<file path="src/rtl/fetch_stage.sv">
// fetch_stage: MIPS instruction fetch stage plus IF/ID pipeline register.
//
// Holds the PC and keeps at most one request open to instruction memory
// (imem_req/imem_addr level, imem_ready completes it). The fetched word and
// its PC+4 are registered into IF/ID for decode; opcode taps the top six
// bits of the registered instruction for the control unit.
//
// Ports:
//   clk, rst_n              clock, synchronous active-low reset
//   imem_req, imem_addr     fetch request / word-aligned address (= PC)
//   imem_rdata, imem_ready  returned instruction word / completion strobe
//   stall                   hazard unit holds PC and IF/ID
//   branch_taken/_target    absolute branch redirect
//   jump, jump_index        J-type redirect using if_id_pc4[31:28]
//   if_id_instr/_pc4/_valid IF/ID register contents
//   opcode                  if_id_instr[31:26]
//
// Optional build macro FETCH_PERF_CNT_EN adds perf_fetched (accepted fetches)
// and perf_flush (redirect cycles) counters.

module fetch_stage #(
  parameter logic [31:0] PC_RESET = 32'h0000_0000
) (
  input  logic        clk,
  input  logic        rst_n,
  output logic        imem_req,
  output logic [31:0] imem_addr,
  input  logic [31:0] imem_rdata,
  input  logic        imem_ready,
  input  logic        stall,
  input  logic        branch_taken,
  input  logic [31:0] branch_target,
  input  logic        jump,
  input  logic [25:0] jump_index,
  output logic [31:0] if_id_instr,
  output logic [31:0] if_id_pc4,
  output logic        if_id_valid,
  output logic [5:0]  opcode
`ifdef FETCH_PERF_CNT_EN
  ,
  output logic [31:0] perf_fetched,
  output logic [15:0] perf_flush
`endif
);

  typedef enum logic {REQ, HOLD} state_e;

  state_e      state_q, state_d;
  logic [31:0] pc_q, pc_d;
  logic [31:0] hold_q, hold_d;
  logic [31:0] instr_q, instr_d;
  logic [31:0] pc4_q, pc4_d;
  logic        valid_q, valid_d;

  logic [31:0] pc_plus4;
  logic        redirect;

  assign pc_plus4 = pc_q + 32'd4;
  assign redirect = branch_taken | jump;

  always_comb begin
    state_d = state_q;
    pc_d    = pc_q;
    hold_d  = hold_q;
    instr_d = instr_q;
    pc4_d   = pc4_q;
    valid_d = valid_q;
    if (redirect) begin
      // Branch outranks jump; any returning data and the hold buffer are dropped.
      if (branch_taken) pc_d = branch_target & ~32'h3;
      else              pc_d = {pc4_q[31:28], jump_index, 2'b00};
      state_d = REQ;
      hold_d  = '0;
      instr_d = '0;
      pc4_d   = '0;
      valid_d = 1'b0;
    end else if (state_q == HOLD) begin
      // While holding, PC already points past the buffered word, so PC is its PC+4.
      if (!stall) begin
        instr_d = hold_q;
        pc4_d   = pc_q;
        valid_d = 1'b1;
        state_d = REQ;
      end
    end else if (imem_ready) begin
      pc_d = pc_plus4;
      if (stall) begin
        hold_d  = imem_rdata;
        state_d = HOLD;
      end else begin
        instr_d = imem_rdata;
        pc4_d   = pc_plus4;
        valid_d = 1'b1;
      end
    end else if (!stall) begin
      // Waiting on memory with decode free: push an all-zero bubble.
      instr_d = '0;
      pc4_d   = '0;
      valid_d = 1'b0;
    end
  end

  always_ff @(posedge clk) begin
    if (!rst_n) begin
      state_q <= REQ;
      pc_q    <= PC_RESET & ~32'h3;
      hold_q  <= '0;
      instr_q <= '0;
      pc4_q   <= '0;
      valid_q <= 1'b0;
    end else begin
      state_q <= state_d;
      pc_q    <= pc_d;
      hold_q  <= hold_d;
      instr_q <= instr_d;
      pc4_q   <= pc4_d;
      valid_q <= valid_d;
    end
  end

  assign imem_req    = (state_q == REQ);
  assign imem_addr   = pc_q;
  assign if_id_instr = instr_q;
  assign if_id_pc4   = pc4_q;
  assign if_id_valid = valid_q;
  assign opcode      = instr_q[31:26];

`ifdef FETCH_PERF_CNT_EN
  logic [31:0] fetched_q;
  logic [15:0] flush_q;
  logic        fetch_acc;

  // A word counts whether it goes to IF/ID or the hold buffer, unless a redirect drops it.
  assign fetch_acc = (state_q == REQ) & imem_ready & ~redirect;

  always_ff @(posedge clk) begin
    if (!rst_n) begin
      fetched_q <= '0;
      flush_q   <= '0;
    end else begin
      if (fetch_acc) fetched_q <= fetched_q + 32'd1;
      if (redirect)  flush_q   <= flush_q + 16'd1;
    end
  end

  assign perf_fetched = fetched_q;
  assign perf_flush   = flush_q;
`endif

endmodule

</file>
<file path="config.mk">
export PLATFORM = sky130hd
export DESIGN_NAME = fetch_stage
export DESIGN_NICKNAME = d
export VERILOG_FILES = /design/src/rtl/fetch_stage.sv
export SDC_FILE = /design/constraint.sdc
export NUM_CORES = 1
export LEC_CHECK = 0
export CAP_MARGIN = 40
export CORE_MARGIN = 2
export CORE_UTILIZATION = 50
export DETAILED_ROUTE_END_ITERATION = 6
export DONT_BUFFER_PORTS = 1
export PLACE_DENSITY_LB_ADDON = 0.2
export SLEW_MARGIN = 20
export SYNTH_ARGS = -nofsm -noshare
export SYNTH_HDL_FRONTEND = slang
export SYNTH_SLANG_ARGS = --single-unit
</file>
<file path="constraint.sdc">
create_clock -name clk -period 2.6 [get_ports clk]
set_input_delay 0.26 -clock clk [delete_from_list [all_inputs] [get_ports clk]]
set_output_delay 0.26 -clock clk [all_outputs]
set_load 0.05 [all_outputs]
</file>
==> results.env, run 1 <==
RUN_STATUS='finished, final reports clean'
GRT_MAX_DEGREE=67
GRT_UTIL_ALL_LAYERS_PCT=30.5
DPL-INSTANCE-AREA_UM2=6680
ROWS=41
ROUTED_WIRELENGTH_UM=21300
VIA_PER_INST=6.23
GRT_ANTENNA_BEFORE_REPAIR=0
POSTSYNTHCELLCOUNT=851
POWER.IR.VDD_WORST_uV=417
TIMING.HOLD.WS_NS=0.00487
CTS_HTREE_LEVELS=4
P_COMB_SHARE_PCT=12.2
SYNTH_ASYNC_SR_FLOP_SHARE_PCT=0
DIE_H_UM=117
FINALWEIGHTEDCONGESTION=0.902
POST_CTS.REPAIR.SETUP_BUFFERS=0
GRT-OVFL-TOTAL=0
INTERNAL_POWER_mW=3.77
REQUIRED_NS=2.93
CTS.REPORTEDPATHS.CLKPINSLEW_NS=0.06
SYNTHESIS.AREA_UM2=6370
COUNT_OF_FLIP_FLOPS_WITH_A_BUILT_IN_ENABLE_AFTER_SYNTHESIS=0
REPORT.FINAL.SETUP_VIOL=0
PLACEABLE_CORE_REGION_UM2=12500
YOSYS_REGISTER_BITS=126
DP_HPWL_UM=13400
FINALHOLDVIOLATIONS=0
SYNTH_TOP_AREA_SHARE_PCT=39.6
SYNTHDOMINANTAREACELLTYPE='sky130_fd_sc_hd__dfxtp_1'
TRITONCTS='done'
FLOORPLAN.DIE_AREA_UM2=13700
GRT_PASS1_VIAS=6224
DIE_W_UM=117
CTS_BUFFERS=17
SYN-MEAN-INSTANCE-AREA_UM2=7.48
CRIT_FANOUT=8
SETUP_TOTAL_NEGATIVE_SLACK_NS=0
POWER.NET_SWITCHING_mW=1.36
SYNTH.YOSYS.WARNINGS=0
CTS_NUM_SINKS=126
UTILIZATION_PCT=61.3
YS_TYPES=66
GRT_SETUP_UNREPAIRED='no'
FINALWORSTSETUPSLACK_NS=0.420
END_KIND='register'
SYNTH_FLOP_CELL='sky130_fd_sc_hd__dfxtp_1'
DPL_WORST_SLACK_NS=0.470
IO_PINS=200
NUM_VIAS=6649
WORSTMARGINPINSLEW_NS=0.826
CRITICAL_PATH_CLASS='register to register'
CLK_PATH_BUF_DEPTH=2
FMAX_MHz=459
AREA_CONTRIBUTORS_POST_SYNTH='sky130_fd_sc_hd__dfxtp_1 (40%), sky130_fd_sc_hd__a21oi_1 (11%), sky130_fd_sc_hd__nand2_1 (7.8%)'
PWR_DENSITY_CELL_nW_PER_UM2=667
MIN-DELAY-PATH-CLASS='primary input to register'
POST-ROUTE-DRC-COUNT=0
GLOBAL_ROUTE_WIRE_LENGTH_BEFORE_REPAIR_UM=32300
CLK-INSERTION-DELAY-LATE_NS=0.42
CLK_ROOT_BUFFER_CELL='sky130_fd_sc_hd__clkbuf_16'
RATIO_OF_CELLS_WITH_DRIVE_ABOVE_1_IN_THE_FINAL_LAYOUT_PCT=11.8
CP-START-KIND='register'
AREA_GROWTH_PCT=20.6
DR.FIRST_ITER.DRC_COUNT=588
FINAL_ANTENNA_NET_COUNT=0
POWER.SHARE.SWITCHING_PCT=26.5
INSERTEDDIODECOUNT=0
WORST_SLEW_MARGIN_REL_PCT=44.9
CLOCKPOWERSHARE_PCT=47.0
POST_CTS_RESIZED=0
FINAL_AREA_UM2=7680
SEQUENTIALPOWERSHARE_PCT=40.8
FIN_CRIT_SH_PCT=83.9
INITIAL_UTIL_PCT=50.9
WIRE_PER_INST_UM=19.9
R2R_SETUP_SLACK_NS=0.42
CP_DATA_ARRIVAL_TIME_NS=2.51
PORT_BUFFERS=0
SYNTH-SEQ-AREA-SHARE_PCT=39.6
POWER_LEAKAGE_nW=2.68
CTS_HOLD_BUFFERS=39
DR.PASS1.ITERS=5
TIMING_MAX_TRANSITION_VIOLATIONS_FINAL=0
FIN_CRIT_NS=2.18
TIMING.CLOCK.SKEW_NS=0.00986
MAXCAPVIOLCOUNT=0
DESIGN.FINAL.NETS=982
registers in the layout, indices dropped and copies added, names as in the netlist:
name and cells:
imem_addr 30, if_id_valid 1, hold_q 32, state_q 1, if_id_instr 32, if_id_pc4 30
metrics by stage:
stage | power (mW) | cells
2_1_floorplan | 2.57 | 854
3_3_place_gp | 2.66 | 998
3_5_place_dp | 2.68 | 998
4_1_cts | 5.13 | 1066
5_1_grt | 5.29 | 1067
6_report | 5.12 | 1067
cells by family (layout without fill, tap and decap cells):
logic type / after synthesis / after routing / synth area share (%)
flip-flops: 126 / 126 / 39.6
other: 1 / 4 / 0.0589
buffers and inverters: 98 / 139 / 6.48
multiplexers: 8 / 8 / 1.30
AND/OR/NAND/NOR: 329 / 329 / 24.9
AO/OA/AOI/OAI: 266 / 266 / 24.4
XOR/XNOR: 22 / 22 / 3.03
adder cells (fa/ha/maj): 1 / 1 / 0.196
cells in the mapped netlist (4+ instances only):
cell type / instances
sky130_fd_sc_hd__xor2_1: 11
sky130_fd_sc_hd__buf_1: 9
sky130_fd_sc_hd__nand3_1: 52
sky130_fd_sc_hd__clkbuf_1: 62
sky130_fd_sc_hd__nand2_1: 133
sky130_fd_sc_hd__buf_2: 6
sky130_fd_sc_hd__mux2i_1: 6
sky130_fd_sc_hd__o221ai_1: 4
sky130_fd_sc_hd__nor2_1: 64
sky130_fd_sc_hd__buf_4: 10
sky130_fd_sc_hd__inv_1: 10
sky130_fd_sc_hd__o31a_1: 5
sky130_fd_sc_hd__a211oi_1: 5
sky130_fd_sc_hd__a31oi_1: 14
sky130_fd_sc_hd__or4_1: 5
sky130_fd_sc_hd__o22ai_1: 16
sky130_fd_sc_hd__nand2b_1: 4
sky130_fd_sc_hd__a21oi_1: 138
sky130_fd_sc_hd__o21ai_0: 41
sky130_fd_sc_hd__xnor2_1: 11
sky130_fd_sc_hd__nor3_1: 11
sky130_fd_sc_hd__nand4_1: 16
sky130_fd_sc_hd__o21a_1: 4
sky130_fd_sc_hd__a22oi_1: 10
sky130_fd_sc_hd__nor4_1: 9
sky130_fd_sc_hd__nor2b_1: 4
sky130_fd_sc_hd__and3_1: 5
sky130_fd_sc_hd__dfxtp_1: 126
placed cells by master, fill, tap and decap left out, types with 6 or more instances in the layout:
cell type	instances
sky130_fd_sc_hd__inv_1	9
sky130_fd_sc_hd__xor2_1	11
sky130_fd_sc_hd__mux2i_1	6
sky130_fd_sc_hd__nand3_1	52
sky130_fd_sc_hd__buf_4	59
sky130_fd_sc_hd__a21oi_1	138
sky130_fd_sc_hd__nor4_1	9
sky130_fd_sc_hd__a22oi_1	10
sky130_fd_sc_hd__o21ai_0	41
sky130_fd_sc_hd__o22ai_1	16
sky130_fd_sc_hd__xnor2_1	11
sky130_fd_sc_hd__dfxtp_1	124
sky130_fd_sc_hd__a31oi_1	14
sky130_fd_sc_hd__nor3_1	10
sky130_fd_sc_hd__nand4_1	16
sky130_fd_sc_hd__nor2_1	63
sky130_fd_sc_hd__dlygate4sd3_1	39
sky130_fd_sc_hd__nand2_1	132
sky130_fd_sc_hd__clkbuf_16	17
final timing paths:
kind / startpoint / to / cells past startpoint
worst max register to register: imem_addr[8]$_SDFFE_PN0P_ / imem_addr[21]$_SDFFE_PN0P_ / 5
worst min register to register: hold_q[0]$_SDFFE_PP0P_ / hold_q[0]$_SDFFE_PP0P_ / 2
worst max-delay path: imem_addr[8]$_SDFFE_PN0P_ / imem_addr[21]$_SDFFE_PN0P_ / 5
worst min-delay path: rst_n / imem_addr[11]$_SDFFE_PN0P_ / 2
critical path: stages (launching register included):
cell	delay (ns)
sky130_fd_sc_hd__dfxtp_1	0.48
sky130_fd_sc_hd__nand4_2	0.24
sky130_fd_sc_hd__or4_1	0.72
sky130_fd_sc_hd__nor4_1	0.41
sky130_fd_sc_hd__nor2_1	0.09
sky130_fd_sc_hd__o22ai_1	0.15
final cells by class:
cell class / count / area, um2
Inverter: 11 / 41.3
Clock inverter: 6 / 110
Multi-Input combinational cell: 630 / 3450
Fill cell: 1137 / 4840
Sequential cell: 126 / 2520
Tap cell: 172 / 215
Timing Repair Buffer: 99 / 853
Clock buffer: 23 / 478
power groups by stage:
stage | Clock, mW | Combinational (mW) | Sequential, mW
after detailed placement | 0 | 0.552 | 2.13
after global routing | 2.53 | 0.668 | 2.09
after global placement | 0 | 0.540 | 2.12
final | 2.41 | 0.627 | 2.09
after floorplan | 0 | 0.332 | 2.24
after CTS | 2.43 | 0.618 | 2.09
routing by layer:
metal / vias up / GRT usage [%] / part of all wire [%]
met5: - / 0 / 0
met4: 0 / 12.8 / 2.3
met3: 48 / 8.24 / 10
met2: 381 / 49.4 / 47
met1: 3121 / 38.6 / 40
li1: 3099 / - / -
Note: power is estimated with default switching activity, not from simulation.
==> inputs of run 2 (changes only) <==
clock period = 2.25 ns   (was 2.6 ns; I/O delays follow)
==> results.env, run 2 (same netlist as run 1, synthesis figures left out) <==
DPL.CELL_COUNT=1005  # +0.70%
CRITICAL_PATH_BUF_INV_COUNT=0  # unchanged
WORST_PATH_MAX_DELAY_CELL='sky130_fd_sc_hd__dfxtp_4'
GRT_MAX_DEGREE=76  # +13%
POST-ROUTE-DRC-COUNT=0  # unchanged
TIMING.CLOCK.SKEW_NS=0.0107  # +0.000792 ns
CLK_PATH_BUF_DEPTH=2  # unchanged
SETUP_TOTAL_NEGATIVE_SLACK_NS=0  # unchanged
ROUTED_WIRELENGTH_UM=21300  # about the same
PLACEABLE_CORE_REGION_UM2=12500  # unchanged
CLOCKPOWERSHARE_PCT=48.4  # +1.4 points
CP-START-KIND='register'
CP_DATA_ARRIVAL_TIME_NS=2.33  # -0.18 ns
PORT_BUFFERS=0  # unchanged
INTERNAL_POWER_mW=4.47  # +19%
GRT_ANTENNA_BEFORE_REPAIR=0  # unchanged
IO_PINS=200  # unchanged
DIE_W_UM=117  # unchanged
FIN_CRIT_NS=2.02  # -0.156 ns
FIN_CRIT_SH_PCT=90.0  # +6.1 points
CTS_HTREE_LEVELS=4  # unchanged
TIMING.CRITICAL_PATH.MAX_DELAY_FAMILY='simple AND/OR/NAND/NOR gates'
SEQ_AREA_UM2=2540  # +0.64%
WORST_SLEW_MARGIN_REL_PCT=46.8  # +1.9 points
RUN_STATUS='finished, final reports clean'
FINALWEIGHTEDCONGESTION=0.917  # +1.6%
MAX_STAGE_DELAY_NS=0.34  # -0.38 ns
FILLER_CELL_COUNT=1125  # -1.1%
MULTI_INPUT_AREA_UM2=3450  # unchanged
DPL-INSTANCE-AREA_UM2=6770  # +1.4%
CELLS_TRAVERSED_ALONG_THE_WORST_TIMING_PATH='ha_1 > nand3_1 > or2_1 > o31a_1 > or3_1 > a32o_1'
GRT_UTIL_ALL_LAYERS_PCT=30.4  # -0.12 points
INITIAL_UTIL_PCT=50.9  # unchanged
FINAL_NON_FILLER_CELLS=1080  # +1.2%
FLOORPLAN.DIE_AREA_UM2=13700  # unchanged
P_COMB_SHARE_PCT=12.1  # about the same
INSERTEDDIODECOUNT=0  # unchanged
WORSTMARGINPINSLEW_NS=0.797  # -0.0283 ns
MAXCAPVIOLCOUNT=0  # unchanged
HIGHEST_COUNT_CELLS_IN_THE_LAYOUT_IGNORING_FILL_AND_TAPS='sky130_fd_sc_hd__a21oi_1 (138), sky130_fd_sc_hd__nand2_1 (132), sky130_fd_sc_hd__dfxtp_1 (115)'
REPORT.FINAL.SETUP_VIOL=0  # unchanged
REQUIRED_NS=2.56  # -0.37 ns
WIRE_PER_INST_UM=19.7  # -1.2%
CRITICAL_PATH_CLASS='register to register'
CTS.REPORTEDPATHS.CLKPINSLEW_NS=0.06  # about the same
FINAL_AREA_UM2=7850  # +2.3%
VIA_PER_INST=6.27  # +0.59%
SEQUENTIALPOWERSHARE_PCT=39.5  # -1.3 points
GRT_SETUP_UNREPAIRED='no'
POWER_LEAKAGE_nW=2.76  # +3.4%
PWR_DENSITY_CELL_nW_PER_UM2=778  # +17%
FINAL_ANTENNA_NET_COUNT=0  # unchanged
CTS_BUFFERS=17  # unchanged
POWER.NET_SWITCHING_mW=1.64  # +21%
AREA_GROWTH_PCT=23.3
GRT_PASS1_VIAS=6267  # +0.69%
RATIO_OF_CELLS_WITH_DRIVE_ABOVE_1_IN_THE_FINAL_LAYOUT_PCT=14.0  # +2.1 points
REPORT.POWER.TOTAL_mW=6.11  # +19%
GRT-OVFL-TOTAL=0  # unchanged
POWER.SHARE.SWITCHING_PCT=26.8  # +0.31 points
ROWS=41  # unchanged
DR.FIRST_ITER.DRC_COUNT=644  # +9.5%
MIN-DELAY-PATH-CLASS='primary input to register'
CRIT_FANOUT=5  # -3
CLK-INSERTION-DELAY-LATE_NS=0.42  # about the same
NUM_VIAS=6770  # +1.8%
DP_HPWL_UM=13500  # +0.34%
TIMING_MAX_TRANSITION_VIOLATIONS_FINAL=0  # unchanged
LAYOUT_COMMONEST_CELL='sky130_fd_sc_hd__a21oi_1'
GLOBAL_ROUTE_WIRE_LENGTH_BEFORE_REPAIR_UM=32300  # about the same
POWER.IR.VDD_WORST_uV=501  # +20%
DESIGN.FINAL.NETS=992  # +1.0%
FMAX_MHz=494  # +7.7%
CTS_NUM_SINKS=126  # unchanged
DR.PASS1.ITERS=5  # unchanged
END_KIND='register'
TRITONCTS='done'
CLK_ROOT_BUFFER_CELL='sky130_fd_sc_hd__clkbuf_16'
DIE_H_UM=117  # unchanged
FINALHOLDVIOLATIONS=0  # unchanged
-- run 2: cell types whose count changed in the layout (fill, tap and decap cells not counted), sizes merged --
cell	change
clkbuf	-3
bufinv	+1
clkinv	+3
dlygate4sd3	+3
clkinvlp	-1
buf	+7
inv	+3
-- run 2: power by group through the flow --
| stage | Clock (mW) | Sequential (mW) | Combinational (mW) |
|---|---|---|---|
| 6_report | 2.96 | 2.41 | 0.742 |
| 5_1_grt | 3.11 | 2.42 | 0.791 |
| 4_1_cts | 2.99 | 2.41 | 0.731 |
| 3_5_place_dp | 0 | 2.46 | 0.645 |
| 3_3_place_gp | 0 | 2.46 | 0.633 |
| 2_1_floorplan | 0 | 2.59 | 0.384 |
-- run 2: metal layers --
metal  track usage [%]  vias up  part of all wire [%]
met3              10.6       40                    11
met2              47.5      391                    47
met4              10.7        0                   2.1
met5                 0        -                     0
li1                  -     3121                     -
met1              39.3     3218                    41
-- run 2: layout make-up --
type | instances | area share [%]
Clock buffer | 20 | 5.82
Tap cell | 172 | 2.74
Inverter | 11 | 0.526
Multi-Input combinational cell | 630 | 44.0
Sequential cell | 126 | 32.4
Clock inverter | 12 | 2.33
Timing Repair Buffer | 109 | 12.2
-- run 2: worst paths after layout --
check / start / endpoint / slack (ns) / cells past startpoint
worst max-delay path: imem_addr[2]$_SDFFE_PN0P_ / imem_addr[16]$_SDFFE_PN0P_ / 0.23 / 6
worst min-delay path: jump_index[18] / imem_addr[20]$_SDFFE_PN0P_ / 0.01 / 2
worst max register to register: imem_addr[2]$_SDFFE_PN0P_ / imem_addr[16]$_SDFFE_PN0P_ / 0.23 / 6
worst min register to register: hold_q[16]$_SDFFE_PP0P_ / hold_q[16]$_SDFFE_PP0P_ / 0.45 / 2
-- run 2: stage by stage --
stage / util, % / worst slack, ns / hold WS, ns
3_5_place_dp: 54.1 / 0.281 / 0.352
6_report: 62.7 / 0.225 / 0.0109
5_1_grt: 62.7 / 0.133 / 0.00615
2_1_floorplan: - / 0.000692 / 0.359
3_3_place_gp: 54.1 / 0.305 / 0.347
4_1_cts: 62.7 / 0.249 / 0.000452
-- run 2: what timing repair did --
action	4_1_cts	5_1_grt
hold buffers	43	0
gates resized for setup	0	0
setup buffers	0	0
endpoints found under the setup margin	0	0
endpoints found under the hold margin	87	0
